### src/rtl/hll_rho_if.sv
// hll_rho_if
//   Bundles the beat-level signals of the pipelined rho unit.
//   Handshake: a beat moves on an edge where valid and ready are both high;
//   a producer holds its valid beat, unchanged, until ready is seen.
//   Signals:
//     zero_mode, in_data, in_tag, in_valid -> unit   (input beat)
//     in_ready                             <- unit
//     out_rho, out_tag, out_valid          <- unit   (output beat)
//     out_ready                            -> unit
//     zero_cnt                             <- unit   (all-zero beats delivered)
//   master: the side feeding and draining the unit; slave: the unit itself.
interface hll_rho_if #(
    parameter int DATA_W = 16,
    parameter int TAG_W  = 8,
    parameter int RHO_W  = $clog2(DATA_W + 2)
) ();
    logic              zero_mode;
    logic [DATA_W-1:0] in_data;
    logic [TAG_W-1:0]  in_tag;
    logic              in_valid;
    logic              in_ready;
    logic [RHO_W-1:0]  out_rho;
    logic [TAG_W-1:0]  out_tag;
    logic              out_valid;
    logic              out_ready;
    logic [31:0]       zero_cnt;

    modport master (
        output zero_mode, in_data, in_tag, in_valid, out_ready,
        input  in_ready, out_rho, out_tag, out_valid, zero_cnt
    );

    modport slave (
        input  zero_mode, in_data, in_tag, in_valid, out_ready,
        output in_ready, out_rho, out_tag, out_valid, zero_cnt
    );
endinterface

### src/rtl/hll_rho_pipe.sv
// hll_rho_pipe
//   Pipelined leading-one detector for the HLL kernel:
//   rho = (leading zeros of in_data) + 1, capped at SAT_RHO.
//   The datum is scanned GROUP_W bits per stage, MSB group first, so the
//   pipe has NG = DATA_W/GROUP_W scan stages, one offset stage and one
//   output stage (latency NG+2). A tag and the zero_mode bit ride along
//   with every beat.
//   Ports:
//     clk  - clock, all logic on posedge
//     rst  - synchronous active-high reset
//     bus  - hll_rho_if.slave: input beat (zero_mode/in_data/in_tag/
//            in_valid/in_ready), output beat (out_rho/out_tag/out_valid/
//            out_ready) and the zero_cnt statistic.
//   Constraints: DATA_W a multiple of GROUP_W, DATA_W >= 2,
//   1 <= SAT_RHO <= DATA_W+1.
module hll_rho_pipe #(
    parameter int  DATA_W  = 16,
    parameter int  GROUP_W = 4,
    parameter int  TAG_W   = 8,
    parameter int  SAT_RHO = DATA_W + 1,
    localparam int RHO_W   = $clog2(DATA_W + 2)
) (
    input  logic      clk,
    input  logic      rst,
    hll_rho_if.slave  bus
);
    localparam int NG     = DATA_W / GROUP_W;
    localparam int NS     = NG + 2;
    localparam int GIDX_W = (NG > 1) ? $clog2(NG) : 1;
    localparam int GLZ_W  = (GROUP_W > 1) ? $clog2(GROUP_W) : 1;

    localparam logic [RHO_W-1:0] ZERO_RHO = RHO_W'(DATA_W + 1);
    localparam logic [RHO_W-1:0] CAP_RHO  = RHO_W'(SAT_RHO);

    // One pipeline slot. found/gidx/glz record the first nonzero group seen
    // so far; rho is filled by the offset stage and finalised by the last.
    typedef struct packed {
        logic              valid;
        logic              zmode;
        logic [TAG_W-1:0]  tag;
        logic [DATA_W-1:0] data;
        logic              found;
        logic [GIDX_W-1:0] gidx;
        logic [GLZ_W-1:0]  glz;
        logic [RHO_W-1:0]  rho;
    } stage_t;

    stage_t      stg_q [NS];
    stage_t      stg_d [NS];
    logic [31:0] zero_cnt_q;
    logic [31:0] zero_cnt_d;

    logic        en;
    logic        in_ready_w;
    logic        accept;
    logic        deliver;
    int          off;

    // Leading zeros inside one group; only meaningful when the group is nonzero.
    function automatic logic [GLZ_W-1:0] group_lz(input logic [GROUP_W-1:0] g);
        logic [GLZ_W-1:0] lz;
        logic             hit;
        lz  = '0;
        hit = 1'b0;
        for (int i = GROUP_W - 1; i >= 0; i--) begin
            if (!hit && g[i]) begin
                hit = 1'b1;
                lz  = GLZ_W'(GROUP_W - 1 - i);
            end
        end
        return lz;
    endfunction

    // Global stall: the whole pipe freezes while the output beat waits.
    assign en         = !(stg_q[NS-1].valid && !bus.out_ready);
    assign in_ready_w = en && !rst;
    assign accept     = bus.in_valid && in_ready_w;
    assign deliver    = stg_q[NS-1].valid && bus.out_ready;

    always_comb begin
        for (int s = 0; s < NS; s++) begin
            stg_d[s] = stg_q[s];
        end
        off = 0;

        if (en) begin
            // Stage 1: capture the beat and scan the MSB group.
            stg_d[0].valid = accept;
            stg_d[0].zmode = bus.zero_mode;
            stg_d[0].tag   = bus.in_tag;
            stg_d[0].data  = bus.in_data;
            stg_d[0].found = |bus.in_data[DATA_W-1 -: GROUP_W];
            stg_d[0].gidx  = '0;
            stg_d[0].glz   = group_lz(bus.in_data[DATA_W-1 -: GROUP_W]);
            stg_d[0].rho   = '0;

            // Stages 2..NG: scan the next group only if nothing was found yet.
            for (int k = 1; k < NG; k++) begin
                stg_d[k] = stg_q[k-1];
                if (!stg_q[k-1].found && (|stg_q[k-1].data[DATA_W-1-k*GROUP_W -: GROUP_W])) begin
                    stg_d[k].found = 1'b1;
                    stg_d[k].gidx  = GIDX_W'(k);
                    stg_d[k].glz   = group_lz(stg_q[k-1].data[DATA_W-1-k*GROUP_W -: GROUP_W]);
                end
            end

            // Offset stage: rho = group_index*GROUP_W + lz_in_group + 1.
            // Max value is DATA_W, which RHO_W holds without wrapping.
            stg_d[NG] = stg_q[NG-1];
            off = int'(stg_q[NG-1].gidx) * GROUP_W + int'(stg_q[NG-1].glz) + 1;
            stg_d[NG].rho = stg_q[NG-1].found ? RHO_W'(off) : '0;

            // Output stage: all-zero substitution, then the saturation cap.
            stg_d[NG+1] = stg_q[NG];
            if (!stg_q[NG].found) begin
                stg_d[NG+1].rho = stg_q[NG].zmode ? ZERO_RHO : '0;
            end
            if (stg_d[NG+1].rho > CAP_RHO) begin
                stg_d[NG+1].rho = CAP_RHO;
            end
        end

        zero_cnt_d = zero_cnt_q;
        if (deliver && !stg_q[NS-1].found) begin
            zero_cnt_d = zero_cnt_q + 32'd1;
        end
    end

    always_ff @(posedge clk) begin
        if (rst) begin
            for (int s = 0; s < NS; s++) begin
                stg_q[s] <= '0;
            end
            zero_cnt_q <= '0;
        end else begin
            for (int s = 0; s < NS; s++) begin
                stg_q[s] <= stg_d[s];
            end
            zero_cnt_q <= zero_cnt_d;
        end
    end

    assign bus.in_ready  = in_ready_w;
    assign bus.out_valid = stg_q[NS-1].valid;
    assign bus.out_rho   = stg_q[NS-1].rho;
    assign bus.out_tag   = stg_q[NS-1].tag;
    assign bus.zero_cnt  = zero_cnt_q;
endmodule

### src/flat_wrapper.sv
// flat-port wrapper written by rule: the top's interface ports become plain ports
module hll_rho_pipe_flat 
#(
    parameter int  DATA_W  = 16,
    parameter int  GROUP_W = 4,
    parameter int  TAG_W   = 8,
    parameter int  SAT_RHO = DATA_W + 1,
    localparam int RHO_W   = $clog2(DATA_W + 2)
)
  (clk, rst, bus_zero_mode, bus_in_data, bus_in_tag, bus_in_valid, bus_out_ready, bus_in_ready, bus_out_rho, bus_out_tag, bus_out_valid, bus_zero_cnt);
  hll_rho_if #(.DATA_W(DATA_W), .TAG_W(TAG_W)) bus_i ();
  input  logic clk;
  input  logic rst;
  input wire logic [$bits(bus_i.zero_mode)-1:0] bus_zero_mode;
  input wire logic [$bits(bus_i.in_data)-1:0] bus_in_data;
  input wire logic [$bits(bus_i.in_tag)-1:0] bus_in_tag;
  input wire logic [$bits(bus_i.in_valid)-1:0] bus_in_valid;
  input wire logic [$bits(bus_i.out_ready)-1:0] bus_out_ready;
  output wire logic [$bits(bus_i.in_ready)-1:0] bus_in_ready;
  output wire logic [$bits(bus_i.out_rho)-1:0] bus_out_rho;
  output wire logic [$bits(bus_i.out_tag)-1:0] bus_out_tag;
  output wire logic [$bits(bus_i.out_valid)-1:0] bus_out_valid;
  output wire logic [$bits(bus_i.zero_cnt)-1:0] bus_zero_cnt;
  assign bus_i.zero_mode = bus_zero_mode;
  assign bus_i.in_data = bus_in_data;
  assign bus_i.in_tag = bus_in_tag;
  assign bus_i.in_valid = bus_in_valid;
  assign bus_i.out_ready = bus_out_ready;
  assign bus_in_ready = bus_i.in_ready;
  assign bus_out_rho = bus_i.out_rho;
  assign bus_out_tag = bus_i.out_tag;
  assign bus_out_valid = bus_i.out_valid;
  assign bus_zero_cnt = bus_i.zero_cnt;
  hll_rho_pipe #(.DATA_W(DATA_W), .GROUP_W(GROUP_W), .TAG_W(TAG_W), .SAT_RHO(SAT_RHO)) u_core (.clk(clk), .rst(rst), .bus(bus_i));
endmodule
### config.mk
export PLATFORM = sky130hd
export DESIGN_NAME = hll_rho_pipe_flat
export DESIGN_NICKNAME = d
export VERILOG_FILES = /design/src/rtl/hll_rho_if.sv /design/src/rtl/hll_rho_pipe.sv /design/src/flat_wrapper.sv
export SDC_FILE = /design/constraint.sdc
export NUM_CORES = 1
export LEC_CHECK = 0
export ABC_AREA = 1
export CORE_UTILIZATION = 35
export DETAILED_ROUTE_END_ITERATION = 6
export SLEW_MARGIN = 15
export SYNTH_ARGS = -nofsm -noshare
export SYNTH_HDL_FRONTEND = slang
export SYNTH_SLANG_ARGS = --single-unit
export TNS_END_PERCENT = 100
### constraint.sdc
create_clock -name clk -period 1.3 [get_ports clk]
set_input_delay 0.325 -clock clk [delete_from_list [all_inputs] [get_ports clk]]
set_output_delay 0.325 -clock clk [all_outputs]
set_load 0.02 [all_outputs]
# Yosys cells after proc, flatten, opt, wreduce, memory -nomap -nowiden
# Memory sizes are Yosys's and may differ from the RTL's.
# Cells that the tools add are included.
[classes] n_addsub=3 multipliers=0 div=0 magnitude_cmp=1 eq_ne=0 shift=0 n_mux=63 bitwise_logic=6 reduce_logical=43
[op_table] operator="216-bit two-way mux" n=1
[op_table] operator="36-bit two-way mux" n=6
[op_table] operator="1-bit two-way mux" n=40
[op_table] operator="5-bit two-way mux" n=8
[op_table] operator="32-bit by 1-bit adder with 32-bit output, second input constant" n=1
[op_table] operator="1-bit logical AND" n=20
[op_table] operator="1-bit logical NOT" n=19
[op_table] operator="2-bit two-way mux" n=8
[op_table] operator="4-bit OR reduction" n=4
[op_table] operator="1-bit bitwise OR" n=6
[op_table] operator="4-bit by 2-bit adder with 5-bit output" n=1
[op_table] operator="5-bit by 2-bit adder with 5-bit output, second input constant" n=1
[op_table] operator="5-bit > comparator, second input constant" n=1
[word_totals] reg_bits=32 latch_bits=0 ram_bits=216 rom_bits=0 out_inout_bits=47 elab_cells=118 mem_count=1
[memory_table] name="u_core.stg_q" words=6 word_bits=36 read_ports=6 rd_ports_with_merged_regs=0 wr=6 line_no="hll_rho_pipe.sv:48" text="stage_t stg_q [NS];"

# Logic depth before layout (Yosys ltp)
# Gate-level depths: netlist of the first run.
# An unclocked memory read counts as a cell.
[logic_depth] depth_word=21 ltp_mapped=10 depth_no_buf=9

# Worst setup path after synthesis of the first run
# No wires, ideal clock.
[synth_timing] path_type="register -> register" startpoint="reg u_core.zero_cnt_q[0], in the netlist u_core.bus.zero_cnt[0]" endpoint="reg u_core.zero_cnt_q[16], in the netlist u_core.bus.zero_cnt[16]" setup_time_ns=0.128 arrival_ns=1.494 required_ns=1.172 setup_slack_ns=-0.321 path_stages_with_launch=10 n_path_buf=1 period_less_slack_ns=1.621 path_cell_list="dfxtp_1 -> ha_1 -> inv_1 -> nor2_2 -> nand3_4 -> nor2_2 -> buf_4 -> nand4_1 -> nand2_1 -> nor2_1"
[synth_between] elab_chain_cells=1
[synth_rtl] element="from (decl)" line_no="hll_rho_pipe.sv:50" text="logic [31:0] zero_cnt_q;"
[synth_rtl] element="from (signal assigned)" line_no="hll_rho_pipe.sv:139" text="zero_cnt_q <= zero_cnt_d;"
[synth_rtl] element="32-bit by 1-bit adder with 32-bit output" line_no="hll_rho_pipe.sv:125" text="zero_cnt_d = zero_cnt_q + 32'd1;"
# No other way between the ends.
# A chain may end at the register's enable or synchronous reset.

==> results.md, run 1 <==
- Status: finished, violations left
- Failing checks: setup timing
- WHS Path Cells: 3
- CTS H-tree depth: 4
- Syn_area_per_cell: 7.581 um2
- Sw Pwr: 2580 uW
- Initial antenna violation count: 0
- TritonCTS Sinks: 144
- Remaining Overflow, GRT: 0
- Share of cells above drive strength 1: 0.3864
- # fillers: 1401
- Critical Path Stages: 4
- Die Span Y: 130.9 um
- Top Family by Delay on Critical Path: flip-flops
- Max-slew violations: 0
- Vias per std cell: 4.917
- Buffers & Inverters on Critical Path: 2
- Cts hold-fix bufs: 0
- Area grow syn2layout: 58.10%
- Setup TNS: -11950 ps
- Pin count of the biggest net entering global routing: 50
- CTS Buffer Depth: 2
- Total CTS buffers: 17
- CP Max Fanout: 3
- Post-layout worst setup margin: -229.7 ps
- Root buf cell: clkbuf_16
- Synthesized Nets: 798
- Clock skew: 13.16 ps
- First-pass GRT wire length: 22.96 mm
- Clock transition at path regs: 70 ps
- Fin crit share: 1.177
- Vias in the first global route: 4807
- DR pass1 iterations: 5
- Yosys reg bits: 144
- RSZ-0062 raised after global routing: true
- CTS tree: done
- Post-Route WL: 17.59 mm
- Die area: 0.01713 mm2
- Required @ worst endpoint: 980 ps
- Worst r2r path cells: 8
- Detail Route Antenna Nets: 0
- Synth Instances: 767
- Finished layout cell area: 0.009193 mm2
- Arr. time, crit path: 1200 ps
- Gr usage total: 0.1738
- CP Capture Type: output port
- Worst-skew pair later-pin latency: 430 ps
- Critical-path top delay cell: dfxtp_4
- DR iter-0 viols: 393
- Hold violation total from the final report: 0
- Initial Util: 0.3621
- Port bufs: 75
- Internal: 7461 uW
- Via count: 5694
- Part of the power in registers: 0.457
- Seq/Total Area, Yosys: 0.4958
- CP cell instances: inv_4 > nor2_4 > nor2_4 > buf_6
- Post-DP HPWL: 9.077 mm
- VDD IR-drop max: 964.7 uV
- Critical path class: reg2out
- Core footprint: 0.01606 mm2
- Io pins: 76
- Std cell rows: 46
- Cell Area, Synth: 0.005814 mm2
- Hold Crit Class: in2reg
- Comb pwr share: 0.078
- Placer Congestion: 0.8340
- Crit-path max cell delay: 360 ps
- Pwr dens: 1092 mW/mm2
- Leakage power: 0.003737 uW
- Crit path launch type: flop
- Dpl cell area: 0.007198 mm2
- Final-report setup violation count: 135
- # DRC: 0
- Sw frac: 0.2569
- Slew @ Worst Pin: 279.9 ps
- Synth unique cells: 36
- Min Tclk post-route: 1530 ps
- Fmax: 653.7 MHz
- Clock share of power: 0.465
- Max-cap violations: 0
- Nets@finish: 960
- Rel. slew slack: 0.8124
- Synth Warn #: 0
- DIE WIDTH: 130.9 um
- Antenna cell count: 0
- CP most frequent cell: nor2_4
- WL per Instance: 15.19 um
==> per-layer routing <==
metal / vias up / part of all wire / track usage
li1: 2821 / - / -
met1: 2666 / 0.43 / 0.2207
met2: 171 / 0.50 / 0.2820
met3: 36 / 0.046 / 0.03705
met4: 0 / 0.024 / 0.08046
met5: - / 0 / 0
==> worst paths after layout <==
path / startpoint / endpoint / slack (ps)
max: u_core.stg_q[0][215] / bus_in_ready / -230
min: bus_in_data[6] / u_core.stg_q[0][16] / 440
max reg2reg: u_core.stg_q[0][215] / u_core.stg_q[0][174] / -160
min reg2reg: u_core.stg_q[0][13] / u_core.stg_q[0][13] / 470
==> cells in the mapped netlist, drive strengths merged <==
cell,count,area share
o22ai,39,0.042
dfxtp,144,0.50
o41ai,2,0.0030
o31ai,3,0.0039
or2,1,0.0011
o32ai,1,0.0015
a21oi,26,0.022
a32oi,1,0.0015
nand4,14,0.015
clkbuf,14,0.0090
xor2,2,0.0030
buf,31,0.032
a22oi,1,0.0013
a211oi,1,0.0013
nand3,55,0.050
a31oi,3,0.0032
nand2,120,0.078
nor2,89,0.065
o21bai,2,0.0026
ha,2,0.0043
o211ai,4,0.0052
nand3b,1,0.0013
nor3b,1,0.0013
a221oi,2,0.0030
inv,128,0.083
o21ai,73,0.063
nor3,6,0.0052
and3,1,0.0011
==> worst register-to-register path: stages, from the launching register on <==
cell        delay, ps
dfxtp_4           360
inv_4              60
nor2_4             40
nor2_4            180
buf_12            140
clkinvlp_4        140
buf_12            190
clkbuf_16         170
o22ai_2           110
==> cell families after synthesis <==
family                   count (synthesis)  share of synthesized area
AND/OR/NAND/NOR                        288                     0.2191
buffers and inverters                  173                     0.1242
AO/OA/AOI/OAI                          158                     0.1536
flip-flops                             144                     0.4958
XOR/XNOR                                 2                   0.003013
adder cells (fa/ha/maj)                  2                   0.004303
==> cells in the final DEF, fill, tap and decap left out, drive strengths merged, types with 2 or more instances in the layout <==
cell	synthesis	routed
clkinv	0	4
clkinvlp	0	4
inv	128	133
nand2	120	121
clkbuf	14	30
o41ai	2	2
clkdlybuf4s50	0	26
a21oi	26	26
nand4	14	14
o22ai	39	39
nand3	55	55
nor2	89	91
nor3	6	6
ha	2	2
o211ai	4	4
buf	31	146
o21bai	2	2
dfxtp	144	144
a221oi	2	2
xor2	2	2
a31oi	3	3
dlygate4sd2	0	2
o31ai	3	3
o21ai	73	73
==> sequential cells by signal, indices dropped and copies added (netlist names) <==
name / flops
u_core.stg_q: 112
u_core.bus.zero_cnt: 32
==> power groups by stage <==
| stage | Combinational, uW | Sequential (uW) | Clock [uW] |
|---|---|---|---|
| floorplan | 300 | 4680 | 0 |
| global placement | 509 | 4690 | 0 |
| detailed placement | 513 | 4690 | 0 |
| CTS | 524 | 4590 | 4730 |
| global route | 843 | 4600 | 4940 |
| finish | 781 | 4590 | 4670 |
==> cell type report <==
class                      count  area [um2]  share of cell area
inverter                     128       500.5             0.05444
sequential                   144        2935              0.3193
clock buffer                  19       442.9             0.04818
tap                          216       270.3             0.02940
timing repair buffer         185        1926              0.2095
clock inverter                13       118.9             0.01293
multi-input combinational    453        2999              0.3263
==> per-stage QoR <==
stage,worst slack [ps],util,power (uW),instances,hold slack (ps)
final,-229.7,0.5725,10040,1158,441.3
after CTS,-158.2,0.4920,9845,1119,439.3
after detailed placement,-706.9,0.4483,5207,1077,428.9
after global routing,-279.8,0.5725,10390,1158,455.2
after global placement,-707.3,0.4483,5200,1077,430.1
after floorplan,-28.21,-,4984,767,417.2
==> repair_timing <==
action	4_1_cts	5_1_grt
cloned	3	19
pin swaps	16	39
setup buffers	7	21
endpoints found under the setup margin	186	148
resized for setup	274	232
Note: power is estimated with default switching activity, not from simulation.
==> inputs of run 2 (changes only) <==
Settings changed: SETUP_SLACK_MARGIN from default to 0.5.
==> results.md, run 2 (synthesized netlist as in run 1, its figures left out) <==
- CTS Buffer Depth: 2
- Initial antenna violation count: 0
- Reg2reg start: u_core.stg_q[0][215]
- Hold violation total from the final report: 0
- Pin count of the biggest net entering global routing: 57
- Remaining Overflow, GRT: 0
- Commonest non-fill, non-tap cell in the layout: inv_1
- R2r endpoint: u_core.bus.zero_cnt[15]
- Failing checks: setup timing
- Hold slack: 452.0 ps
- Rel. slew slack: 0.7201
- Commonest cells after routing, fill and taps aside: inv_1 (122), nand2_1 (108), dfxtp_1 (98), nor2_1 (66), buf_6 (62)
- Fmax: 666.4 MHz
- CTS tree: done
- Worst Hold End: u_core.stg_q[0][19]
- Biggest register: u_core.stg_q
- Worst r2r path cells: 10
- First-pass GRT wire length: 23.27 mm
- Met3 Track Usage GR: 0.03909
- Worst-skew pair later-pin latency: 430 ps
- Grt met1 use: 0.2217
- Die area: 0.01713 mm2
- Io pins: 76
- Nets@finish: 960
- Max-slew violations: 0
- RSZ-0062 raised after global routing: true
- Initial Util: 0.3621
- Finished layout cell area: 0.009649 mm2
- Area grow syn2layout: 65.96%
- Total CTS buffers: 17
- DIE WIDTH: 130.9 um
- Via count: 5571
- Pwr dens: 1079 mW/mm2
- M2 GR Usage: 0.2898
- CP Max Fanout: 2
- Max-cap violations: 0
- DR pass1 iterations: 4
- Crit path launch type: flop
- Root buf cell: clkbuf_16
- Status: finished, violations left
- Arr. time, crit path: 1180 ps
- Leakage power: 0.003835 uW
- Clock skew: 7.297 ps
- Worst reg2reg setup slack: -200 ps
- Gr usage total: 0.1769
- Post-layout worst setup margin: -200.5 ps
- TritonCTS Sinks: 144
- Min Tclk post-route: 1501 ps
- Core footprint: 0.01606 mm2
- CP Capture Type: output port
- VDD IR-drop max: 915.1 uV
- WL per Instance: 14.88 um
- Post-Route WL: 17.23 mm
- Fin crit share: 1.154
- Multi-input gate area: 0.003063 mm2
- Vias in the first global route: 4775
- Slew @ Worst Pin: 419.1 ps
- Max reg flops: 112
- Setup TNS: -13730 ps
- DR iter-0 viols: 279
- Required @ worst endpoint: 980 ps
- Post-DP HPWL: 9.170 mm
- Storage cell area: 0.003003 mm2
- CTS H-tree depth: 4
- # fillers: 1317
- # DRC: 0
- Antenna cell count: 0
- Clock transition at path regs: 70 ps
- Hold Path Origin: bus_in_data[9]
- Detail Route Antenna Nets: 0
- Critical path class: reg2out
- Dpl cell area: 0.007362 mm2
- Final-report setup violation count: 141
- Vias per std cell: 4.811
- Port bufs: 75
- WHS Path Cells: 3
- Hold Crit Class: in2reg
- Std cell rows: 46
- Die Span Y: 130.9 um
- Placer Congestion: 0.9280
- Share of cells above drive strength 1: 0.4299
- Busiest grt layer: met2
==> run 2: cell types whose count changed in the layout (fill, tap and decap cells not counted), moves of 6 or more <==
cell,previous run,this run
o21ai_0,13,3
nand3_1,35,17
o21ai_2,31,37
o22ai_1,1,10
buf_4,82,61
dfxtp_1,120,98
buf_2,17,0
nand3_2,17,34
buf_6,29,62
dfxtp_2,15,21
dfxtp_4,9,25
o22ai_2,36,28
==> run 2: worst max-delay path: stages, from the launching register on <==
cell and delay [ps]:
dfxtp_4 350, inv_2 40, nor2_4 160, nor2_4 60
buf_6 140
==> run 2: worst max-delay path by stage <==
stage                                 startpoint                      end  slack [ps]
after global placement             bus_out_ready             bus_in_ready        -730
after global routing        u_core.stg_q[0][215]  u_core.bus.zero_cnt[25]        -280
after floorplan           u_core.bus.zero_cnt[0]  u_core.bus.zero_cnt[16]         -20
final                       u_core.stg_q[0][215]             bus_in_ready        -200
after CTS                   u_core.stg_q[0][215]             bus_in_ready        -200
after detailed placement           bus_out_ready      u_core.stg_q[0][45]        -760
==> run 2: area by class of cell <==
cell class	count	share of cell area
Clock inverter	14	0.01725
Clock buffer	18	0.04551
Sequential cell	144	0.3112
Inverter	128	0.05303
Tap cell	216	0.02801
Multi-Input combinational cell	453	0.3174
Timing Repair Buffer	185	0.2276
==> run 2: report_power, final <==
part	internal (uW)	switching, uW
Sequential	4500	68.1
Clock	2950	2090
Combinational	378	424
==> run 2: metrics by stage <==
| step | std cells | power, uW | worst slack, ps | util |
|---|---|---|---|---|
| final | 1158 | 10410 | -200.5 | 0.6009 |
| after global routing | 1158 | 10780 | -275.3 | 0.6009 |
| after CTS | 1122 | 10250 | -201.5 | 0.5256 |
| after detailed placement | 1067 | 5226 | -763.3 | 0.4585 |
| after global placement | 1067 | 5218 | -726.2 | 0.4585 |
| after floorplan | 767 | 5043 | -21.97 | - |
==> run 2: timing repair <==
| item | CTS | global route |
|---|---|---|
| hold buffers | 0 | 0 |
| cloned | 4 | 18 |
| buffers inserted | 19 | 18 |
| endpoints found under the setup margin | 191 | 191 |
| pin swaps | 14 | 25 |
| gates resized for setup | 347 | 175 |
==> run 2: metal layers <==
layer / share of wire / up-vias / wire, um
li1: - / 2824 / -
met3: 0.047 / 28 / 817
met1: 0.42 / 2581 / 7292
met2: 0.51 / 138 / 8783
met5: 0 / - / 0
met4: 0.019 / 0 / 335
